`config.mk`:
```
export PLATFORM = sky130hd
export DESIGN_NAME = lv_owt_tx_arb
export DESIGN_NICKNAME = d
export VERILOG_FILES = /design/src/rtl/lv_owt_tx_arb.sv
export SDC_FILE = /design/constraint.sdc
export NUM_CORES = 1
export LEC_CHECK = 0
export ABC_CLOCK_PERIOD_IN_PS = 2150
export CORE_MARGIN = 4
export CORE_UTILIZATION = 30
export CTS_BUF_LIST = sky130_fd_sc_hd__clkbuf_4 sky130_fd_sc_hd__clkbuf_8
export DETAILED_ROUTE_END_ITERATION = 7
export DONT_BUFFER_PORTS = 1
export PLACE_DENSITY_LB_ADDON = 0.08
export SLEW_MARGIN = 20
export SYNTH_ARGS = -nofsm -noshare
export SYNTH_HDL_FRONTEND = slang
export SYNTH_SLANG_ARGS = --single-unit
```
`constraint.sdc`:
```
create_clock -name i_clk -period 2.15 [get_ports i_clk]
set_input_delay 0.645 -clock i_clk [delete_from_list [all_inputs] [get_ports i_clk]]
set_output_delay 0.645 -clock i_clk [all_outputs]
set_load 0.02 [all_outputs]
```
`src/rtl/lv_owt_tx_arb.sv`:
```
// lv_owt_tx_arb: shares the single OWT transmitter among frame requesters.
// Requester 0 has strict priority; the rest are served round-robin.
module lv_owt_tx_arb #(
    parameter int REQ_NUM = 3,
    parameter int TX_DW   = 16,
    parameter int TMO_W   = 10,
    parameter int TMO_TH  = 1000,
    parameter int GAP_CYC = 4,
    localparam int GW     = $clog2(REQ_NUM)
) (
    input  logic                     i_clk,
    input  logic                     i_rst_n,
    input  logic                     i_arb_en,
    input  logic [REQ_NUM-1:0]       i_req,
    input  logic [REQ_NUM*TX_DW-1:0] i_req_data,
    output logic [REQ_NUM-1:0]       o_ack,
    output logic                     o_tx_vld,
    input  logic                     i_tx_rdy,
    output logic [TX_DW-1:0]         o_tx_data,
    input  logic                     i_tx_done,
    output logic                     o_tmo_err,
    output logic [GW-1:0]            o_grant_id,
    output logic                     o_busy
);

    typedef enum logic [1:0] {
        ST_IDLE,
        ST_ISSUE,
        ST_WAIT_DONE,
        ST_GAP
    } state_t;

    localparam logic [TMO_W-1:0] TMO_LAST = TMO_W'(TMO_TH - 1);
    localparam logic [TMO_W-1:0] GAP_LAST = TMO_W'(GAP_CYC - 1);
    localparam logic [GW-1:0]    ID_LAST  = GW'(REQ_NUM - 1);
    localparam logic [GW-1:0]    ID_ONE   = GW'(1);

    state_t               state;
    state_t               state_nxt;
    logic [TMO_W-1:0]     cnt;
    logic [TMO_W-1:0]     cnt_nxt;
    logic [GW-1:0]        rr_ptr;
    logic [GW-1:0]        rr_nxt;
    logic [REQ_NUM-1:0]   ack_nxt;
    logic                 err_nxt;
    logic [GW-1:0]        gid_nxt;
    logic [TX_DW-1:0]     data_nxt;
    logic                 win_vld;
    logic [GW-1:0]        win_id;
    int                   idx;

    // Winner: requester 0 first, else first request at or after rr_ptr.
    always_comb begin
        win_vld = 1'b0;
        win_id  = '0;
        idx     = 0;
        if (i_req[0]) begin
            win_vld = 1'b1;
        end else begin
            for (int i = 0; i < REQ_NUM - 1; i++) begin
                idx = ((int'(rr_ptr) - 1 + i) % (REQ_NUM - 1)) + 1;
                if (!win_vld && i_req[idx]) begin
                    win_vld = 1'b1;
                    win_id  = GW'(idx);
                end
            end
        end
    end

    // Next state, counter, and the next value of every registered output.
    always_comb begin
        state_nxt = state;
        cnt_nxt   = cnt;
        ack_nxt   = '0;
        err_nxt   = 1'b0;
        gid_nxt   = o_grant_id;
        data_nxt  = o_tx_data;
        rr_nxt    = rr_ptr;
        unique case (state)
            ST_IDLE: begin
                if (win_vld) begin
                    state_nxt = ST_ISSUE;
                    gid_nxt   = win_id;
                    data_nxt  = i_req_data[win_id*TX_DW +: TX_DW];
                end
            end
            ST_ISSUE: begin
                if (i_tx_rdy) begin
                    state_nxt = ST_WAIT_DONE;
                    cnt_nxt   = '0;
                end
            end
            ST_WAIT_DONE: begin
                cnt_nxt = cnt + TMO_W'(1);
                if (i_tx_done || cnt == TMO_LAST) begin
                    state_nxt           = ST_GAP;
                    cnt_nxt             = '0;
                    ack_nxt[o_grant_id] = 1'b1;
                    err_nxt             = !i_tx_done;
                    if (o_grant_id != '0) begin
                        rr_nxt = (o_grant_id == ID_LAST) ? ID_ONE
                                                         : o_grant_id + ID_ONE;
                    end
                end
            end
            ST_GAP: begin
                if (cnt == GAP_LAST) begin
                    state_nxt = ST_IDLE;
                    cnt_nxt   = '0;
                end else begin
                    cnt_nxt = cnt + TMO_W'(1);
                end
            end
            default: begin
                state_nxt = ST_IDLE;
                cnt_nxt   = '0;
            end
        endcase
        if (!i_arb_en) begin
            state_nxt = ST_IDLE;
            cnt_nxt   = '0;
            ack_nxt   = '0;
            err_nxt   = 1'b0;
            gid_nxt   = o_grant_id;
            data_nxt  = o_tx_data;
            rr_nxt    = rr_ptr;
        end
    end

    // State register and registered outputs.
    always_ff @(posedge i_clk or negedge i_rst_n) begin
        if (!i_rst_n) begin
            state      <= ST_IDLE;
            cnt        <= '0;
            rr_ptr     <= ID_ONE;
            o_ack      <= '0;
            o_tmo_err  <= 1'b0;
            o_grant_id <= '0;
            o_tx_data  <= '0;
            o_tx_vld   <= 1'b0;
            o_busy     <= 1'b0;
        end else begin
            state      <= state_nxt;
            cnt        <= cnt_nxt;
            rr_ptr     <= rr_nxt;
            o_ack      <= ack_nxt;
            o_tmo_err  <= err_nxt;
            o_grant_id <= gid_nxt;
            o_tx_data  <= data_nxt;
            o_tx_vld   <= (state_nxt == ST_ISSUE);
            o_busy     <= (state_nxt != ST_IDLE);
        end
    end

endmodule

```
==> impl_metrics.yaml, run 1 <==
outcome:
  status: "finished clean"
floorplanning:
  die_w_um: 90.17
  rows: 29
  io_pins: 80
  initial_core_util: 0.3136
  die_y_um: 90.17
  core_area_um2: 6459
  die_area_um2: 8131
synth:
  yosysSeqAreaShare: 0.4700
  synth_top_area_frac: 0.4571
  synth_edf_count: 0
  syn_area_um2: 2026
  synth_cells: 198
  synth_area_per_cell_um2: 10.23
  yosysMostFrequentCell: "dfrtp_1"
  synth_nets: 255
  synth_commonest_cells: "37 x dfrtp_1, 22 x nor2_1, 17 x a21o_1, 16 x a211oi_1, 16 x mux2i_1"
  synth-seq-cells: 38
  synthDistinctLibCells: 44
  synth_area_leaders: "dfrtp_1 46%, mux2i_1 7.9%, a21o_1 6.3%"
  synth-async-reset-ratio: 1.000
  synth_top_flop_cell: "dfrtp_1"
  yosys_warnings: 0
  yosys.area.top_type: "dfrtp_1"
placed_design:
  dp_hpwl_um: 3378
  io_buffers: 0
  gp_congestion: 0.7735
grt:
  grt_max_degree: 39
  grt_pass1_vias: 1532
  grt.overflow.total: 0
  antenna_found_initial: 0
  grt_use_total: 0.1183
  grt_pass1_wl_um: 7900
sta:
  hold_viol: 0
  finalSetupTns_ns: 0
  final.min_clock_period_ns: 1.696
  max_freq_mhz: 589.5
  final.period_utilization: 0.7889
  tightest_slew_ns: 0.4349
  slew_headroom: 0.7083
  drv_slew: 0
  setup_viol: 0
  rsz0062_at_grt: "false"
  finClkSkew_ns: 0.008483
clocking:
  cts_root_buf: "clkbuf_8"
  insertion_delay_ns: 0.29
  tritoncts: "done"
  cts_max_level: 2
  cts_hold_buf: 0
  post_cts_buffers: 0
  cts_num_sinks: 38
  cts_buffers: 5
  clkTransAtPathRegs_ns: 0.08
  cts_resized: 0
  clock_path_buffers: 2
route:
  drcViolationCount: 0
  dr.pass1.iters: 4
  drt_wl_total_um: 4646
  via_per_inst: 5.406
  wl_met1_um: 1929
  via_count: 1492
  wl_met3_um: 363
  ant_nets: 0
  drt_iter0_drc: 79
  top_layer: "met4"
  drt-wirelength-per-cell_um: 16.83
  met2_length_um: 2307
layout:
  drive_gt1_frac: 0.1156
  fin_util: 0.3431
  area_delta_synth_final_pct: 9.389
  fin_nets: 255
  fillers: 666
  n_antenna_cell: 0
worst_setup_path:
  r2r_cells: 6
  crit_required_ns: 2.37
  worst_setup_path_end_kind: "flip-flop"
  critPathMaxFanout: 36
  start_kind: "flip-flop"
  arrival_ns: 1.92
  crit_type: "reg2reg"
power_and_ir_drop:
  power_leakage_nw: 1.092
  power_density_nw_per_um2: 866.5
  peakVddDrop_v: 0.0003436
flow_run:
  maxCapViolCount: 0
min_path:
  hold_class: "in2async"
[cell usage in the layout (no fill, tap or decap), drive strengths merged, types with 4 or more instances in the layout]
master,count
a211oi,16
a21o,17
a21oi,9
a31oi,4
clkbuf,7
dfrtp,37
mux2i,16
nand2,13
nand3,4
nor2,23
nor2b,4
o21ai,11
[state kept, by name, indices dropped and copies added, names as in the netlist]
register	flops
o_tmo_err	1
rr_ptr	2
cnt	10
o_busy	1
o_ack	3
state	2
o_tx_vld	1
o_grant_id	2
o_tx_data	16
[critical path: stages (launching register included)]
cell and delay (ns):
dfstp_2 0.57, o21ai_0 0.13, a21oi_1 0.24, nand3b_2 0.10, buf_4 0.24, a211oi_1 0.23, a21o_1 0.11
[metrics by stage]
stage	setup WS (ns)	instances	area (um^2)	hold slack [ns]	power, W
6_report	0.4538	276	2216	0.04275	0.001920
5_1_grt	0.2861	276	2216	0.02590	0.002028
4_1_cts	0.4395	276	2216	0.03262	0.001953
3_5_place_dp	0.3726	268	2096	0.3517	0.001300
3_3_place_gp	0.4252	268	2096	0.3516	0.001286
2_1_floorplan	0.4543	198	2026	0.3494	0.001227
[kinds of logic (layout without fill, tap and decap cells)]
family / count (synthesis) / after routing / share of synthesized area
AO/OA/AOI/OAI: 66 / 66 / 0.2397
XOR/XNOR: 1 / 1 / 0.004324
adder cells (fa/ha/maj): 1 / 1 / 0.006176
buffers and inverters: 13 / 14 / 0.03150
flip-flops: 38 / 38 / 0.4700
multiplexers: 16 / 16 / 0.07906
AND/OR/NAND/NOR: 63 / 63 / 0.1693
[metal layers]
layer,GRT usage,up-vias
met5,0,-
met4,0.02679,0
met3,0.04341,4
met2,0.2010,57
met1,0.1429,711
li1,-,720
[power breakdown]
part | internal, W | switching [W] | leakage, nW
combinational | 0.000121 | 0.000127 | 0.536
sequential | 0.000820 | 0.000212 | 0.494
clock | 0.000391 | 0.000249 | 0.0619
total | 0.00133 | 0.000588 | 1.09
[area by class of cell]
type	count	area [um^2]	area share
Multi-Input combinational cell	147	1013	0.4574
Sequential cell	38	952.2	0.4297
Tap cell	77	96.34	0.04348
Clock buffer	7	90.09	0.04065
Clock inverter	1	30.03	0.01355
Timing Repair Buffer	3	22.52	0.01016
Inverter	3	11.26	0.005082
[path summary, 6_finish.rpt]
check                                           start                       end  slack [ns]
worst max-delay path            rr_ptr[0]$_DFFE_PN1P_  o_tx_data[1]$_DFFE_PN0P_        0.45
worst min register to register     cnt[0]$_DFFE_PN0P_        cnt[0]$_DFFE_PN0P_        0.53
worst max register to register  rr_ptr[0]$_DFFE_PN1P_  o_tx_data[1]$_DFFE_PN0P_        0.45
worst min-delay path                          i_rst_n       o_tmo_err$_DFF_PN0_        0.04
min in group i_clk                          i_tx_done       o_tmo_err$_DFF_PN0_        0.42
max in group asynchronous                     i_rst_n     rr_ptr[0]$_DFFE_PN1P_        1.92
Power figures use the tool's default switching activity.
==> run 2: changes to the inputs <==
- ABC_CLOCK_PERIOD_IN_PS: 2150 -> 1500
- clock period: 2.15 -> 1.5 ns (I/O delays scaled with it)
==> run 2 against run 1 <==
The flow now finishes with violations (setup timing). Clock skew barely moved. Clock power up 69%. Combinational power grew to 2.7 times the previous value. Setup slack got worse by 0.54 ns. Register-to-register slack got worse by 0.54 ns. Routed wire length grew 33%. Via count increased by 17%. Final area is 36% higher. Fmax is 6.9% higher. First-iteration DRC count down 54%.
==> impl_metrics.yaml, run 2 (synthesized netlist as in run 1, its figures left out) <==
outcome:
  status: "finished with violations"
  violations: "setup timing"
sta:
  finClkSkew_ns: 0.008792
  slew_headroom: 0.7118
  drv_slew: 0
  setup_viol: 26
  final.period_utilization: 1.058
  worst_slack_ns: -0.08695
  max_freq_mhz: 630.1
  final.min_clock_period_ns: 1.587
  holdWs_ns: 0.2052
  hold_viol: 0
  tightest_slew_ns: 0.4323
  rsz0062_at_grt: "true"
layout:
  top_regs: "o_tx_data x16, cnt x10, o_ack x3"
  mostFrequentLayoutCells: "37 x dfrtp_1, 24 x buf_4, 17 x a21o_1"
  final_cell_area_um2: 3015
  final_common_cell: "dfrtp_1"
  drive_gt1_frac: 0.4851
  area_delta_synth_final_pct: 48.86
  largest_reg_flops: 16
  top_register: "o_tx_data"
  fin_nets: 291
  n_antenna_cell: 0
placed_design:
  place_area_um2: 2246
  dp_hpwl_um: 3588
  post-place-ws_ns: -0.2036
  io_buffers: 0
  gp_congestion: 0.7644
grt:
  grt.overflow.total: 0
  grt_use_total: 0.1300
  antenna_found_initial: 0
  grt_pass1_vias: 1735
  grt_pass1_wl_um: 8549
  grt_max_degree: 39
route:
  via_per_inst: 5.587
  via_count: 1743
  dr.pass1.iters: 4
  drt_wl_total_um: 6172
  ant_nets: 0
  drt-wirelength-per-cell_um: 19.78
  drt_iter0_drc: 36
  drcViolationCount: 0
worst_setup_path:
  crit_type: "reg2reg"
  arrival_ns: 1.78
  cp_slowest_cell: "dfstp_2"
  worst_setup_path_end_kind: "flip-flop"
  max_stage_delay_ns: 0.58
  critPathMaxFanout: 8
  start_kind: "flip-flop"
  crit_required_ns: 1.70
  cp_cell_sequence: "o21ai_4 > a211o_4 > clkbuf_16 > nor2_2 > a211oi_1 > a21o_1"
power_and_ir_drop:
  power_w: 0.003229
  power_density_nw_per_um2: 1071
  comb_power_share: 0.208
  power_leakage_nw: 1.352
  power.clock.fraction: 0.333
  p_sw_frac: 0.3200
  peakVddDrop_v: 0.0004581
  share_seq_of_total_power: 0.459
  p_int_w: 0.002195
  p_switching_w: 0.001033
floorplanning:
  die_area_um2: 8131
  core_area_um2: 6459
  die_y_um: 90.17
  initial_core_util: 0.3136
  die_w_um: 90.17
  io_pins: 80
  rows: 29
clocking:
  cts_max_level: 2
  cts_buffers: 5
  insertion_delay_ns: 0.30
  cts_num_sinks: 38
  cts_root_buf: "clkbuf_8"
  clock_path_buffers: 2
  tritoncts: "done"
  clkTransAtPathRegs_ns: 0.09
flow_run:
  maxCapViolCount: 0
min_path:
  hold_class: "in2reg"
-- run 2: layout make-up --
type                            instances  area [um^2]
Fill cell                             612         3443
Sequential cell                        38        952.2
Clock inverter                          3        68.82
Clock buffer                            5        68.82
Timing Repair Buffer                   38        440.4
Inverter                                3        11.26
Tap cell                               77        96.34
Multi-Input combinational cell        148         1378
-- run 2: critical path: cells and delay by family (launching register included) --
kind            cells  cell delay (ns)
simple gates        1             0.08
compound gates      4             0.61
flops               1             0.58
buf+inv             1             0.20
-- run 2: metal layers --
layer / vias to the layer above / part of all wire / GRT usage
met5: - / 0 / 0
met4: 0 / 0.019 / 0.06378
met3: 11 / 0.061 / 0.03840
met2: 61 / 0.52 / 0.2159
met1: 876 / 0.40 / 0.1528
li1: 795 / - / -
-- run 2: per-stage QoR --
stage / TNS (ns) / util / cells
after floorplan: -0.01080 / - / 198
after global placement: -1.305 / 0.3477 / 283
after detailed placement: -2.202 / 0.3477 / 283
after CTS: -0.6743 / 0.3979 / 302
after global routing: -3.473 / 0.4669 / 312
final: -1.294 / 0.4669 / 312
-- run 2: repair_timing --
item                                    CTS  global route
endpoints found under the setup margin   33            36
gates cloned                              1             6
buffers inserted                          8             4
pin swaps                                13            12
hold buffers                              2             0
resized for setup                        19            69
endpoints found under the hold margin    38             0
-- run 2: worst paths after layout --
| path | startpoint | end | slack, ns | depth (start not counted) |
|---|---|---|---|---|
| setup / recovery | rr_ptr[0]$_DFFE_PN1P_ | o_tx_data[0]$_DFFE_PN0P_ | -0.09 | 6 |
| hold / removal | i_tx_done | o_tmo_err$_DFF_PN0_ | 0.21 | 1 |
| hold reg to reg | cnt[7]$_DFFE_PN0P_ | cnt[7]$_DFFE_PN0P_ | 0.59 | 1 |
| min in group asynchronous | i_rst_n | cnt[6]$_DFFE_PN0P_ | 0.60 | 2 |
| max in group asynchronous | i_rst_n | rr_ptr[0]$_DFFE_PN1P_ | 0.63 | 2 |
| setup reg to reg | rr_ptr[0]$_DFFE_PN1P_ | o_tx_data[0]$_DFFE_PN0P_ | -0.09 | 6 |
-- run 2: power by group through the flow --
stage | clock, W | combinational (W) | sequential, W
detailed placement | 0 | 0.000414 | 0.00149
CTS | 0.00110 | 0.000471 | 0.00148
finish | 0.00108 | 0.000673 | 0.00148
floorplan | 0 | 0.000314 | 0.00145
global route | 0.00114 | 0.000731 | 0.00150
global placement | 0 | 0.000399 | 0.00149
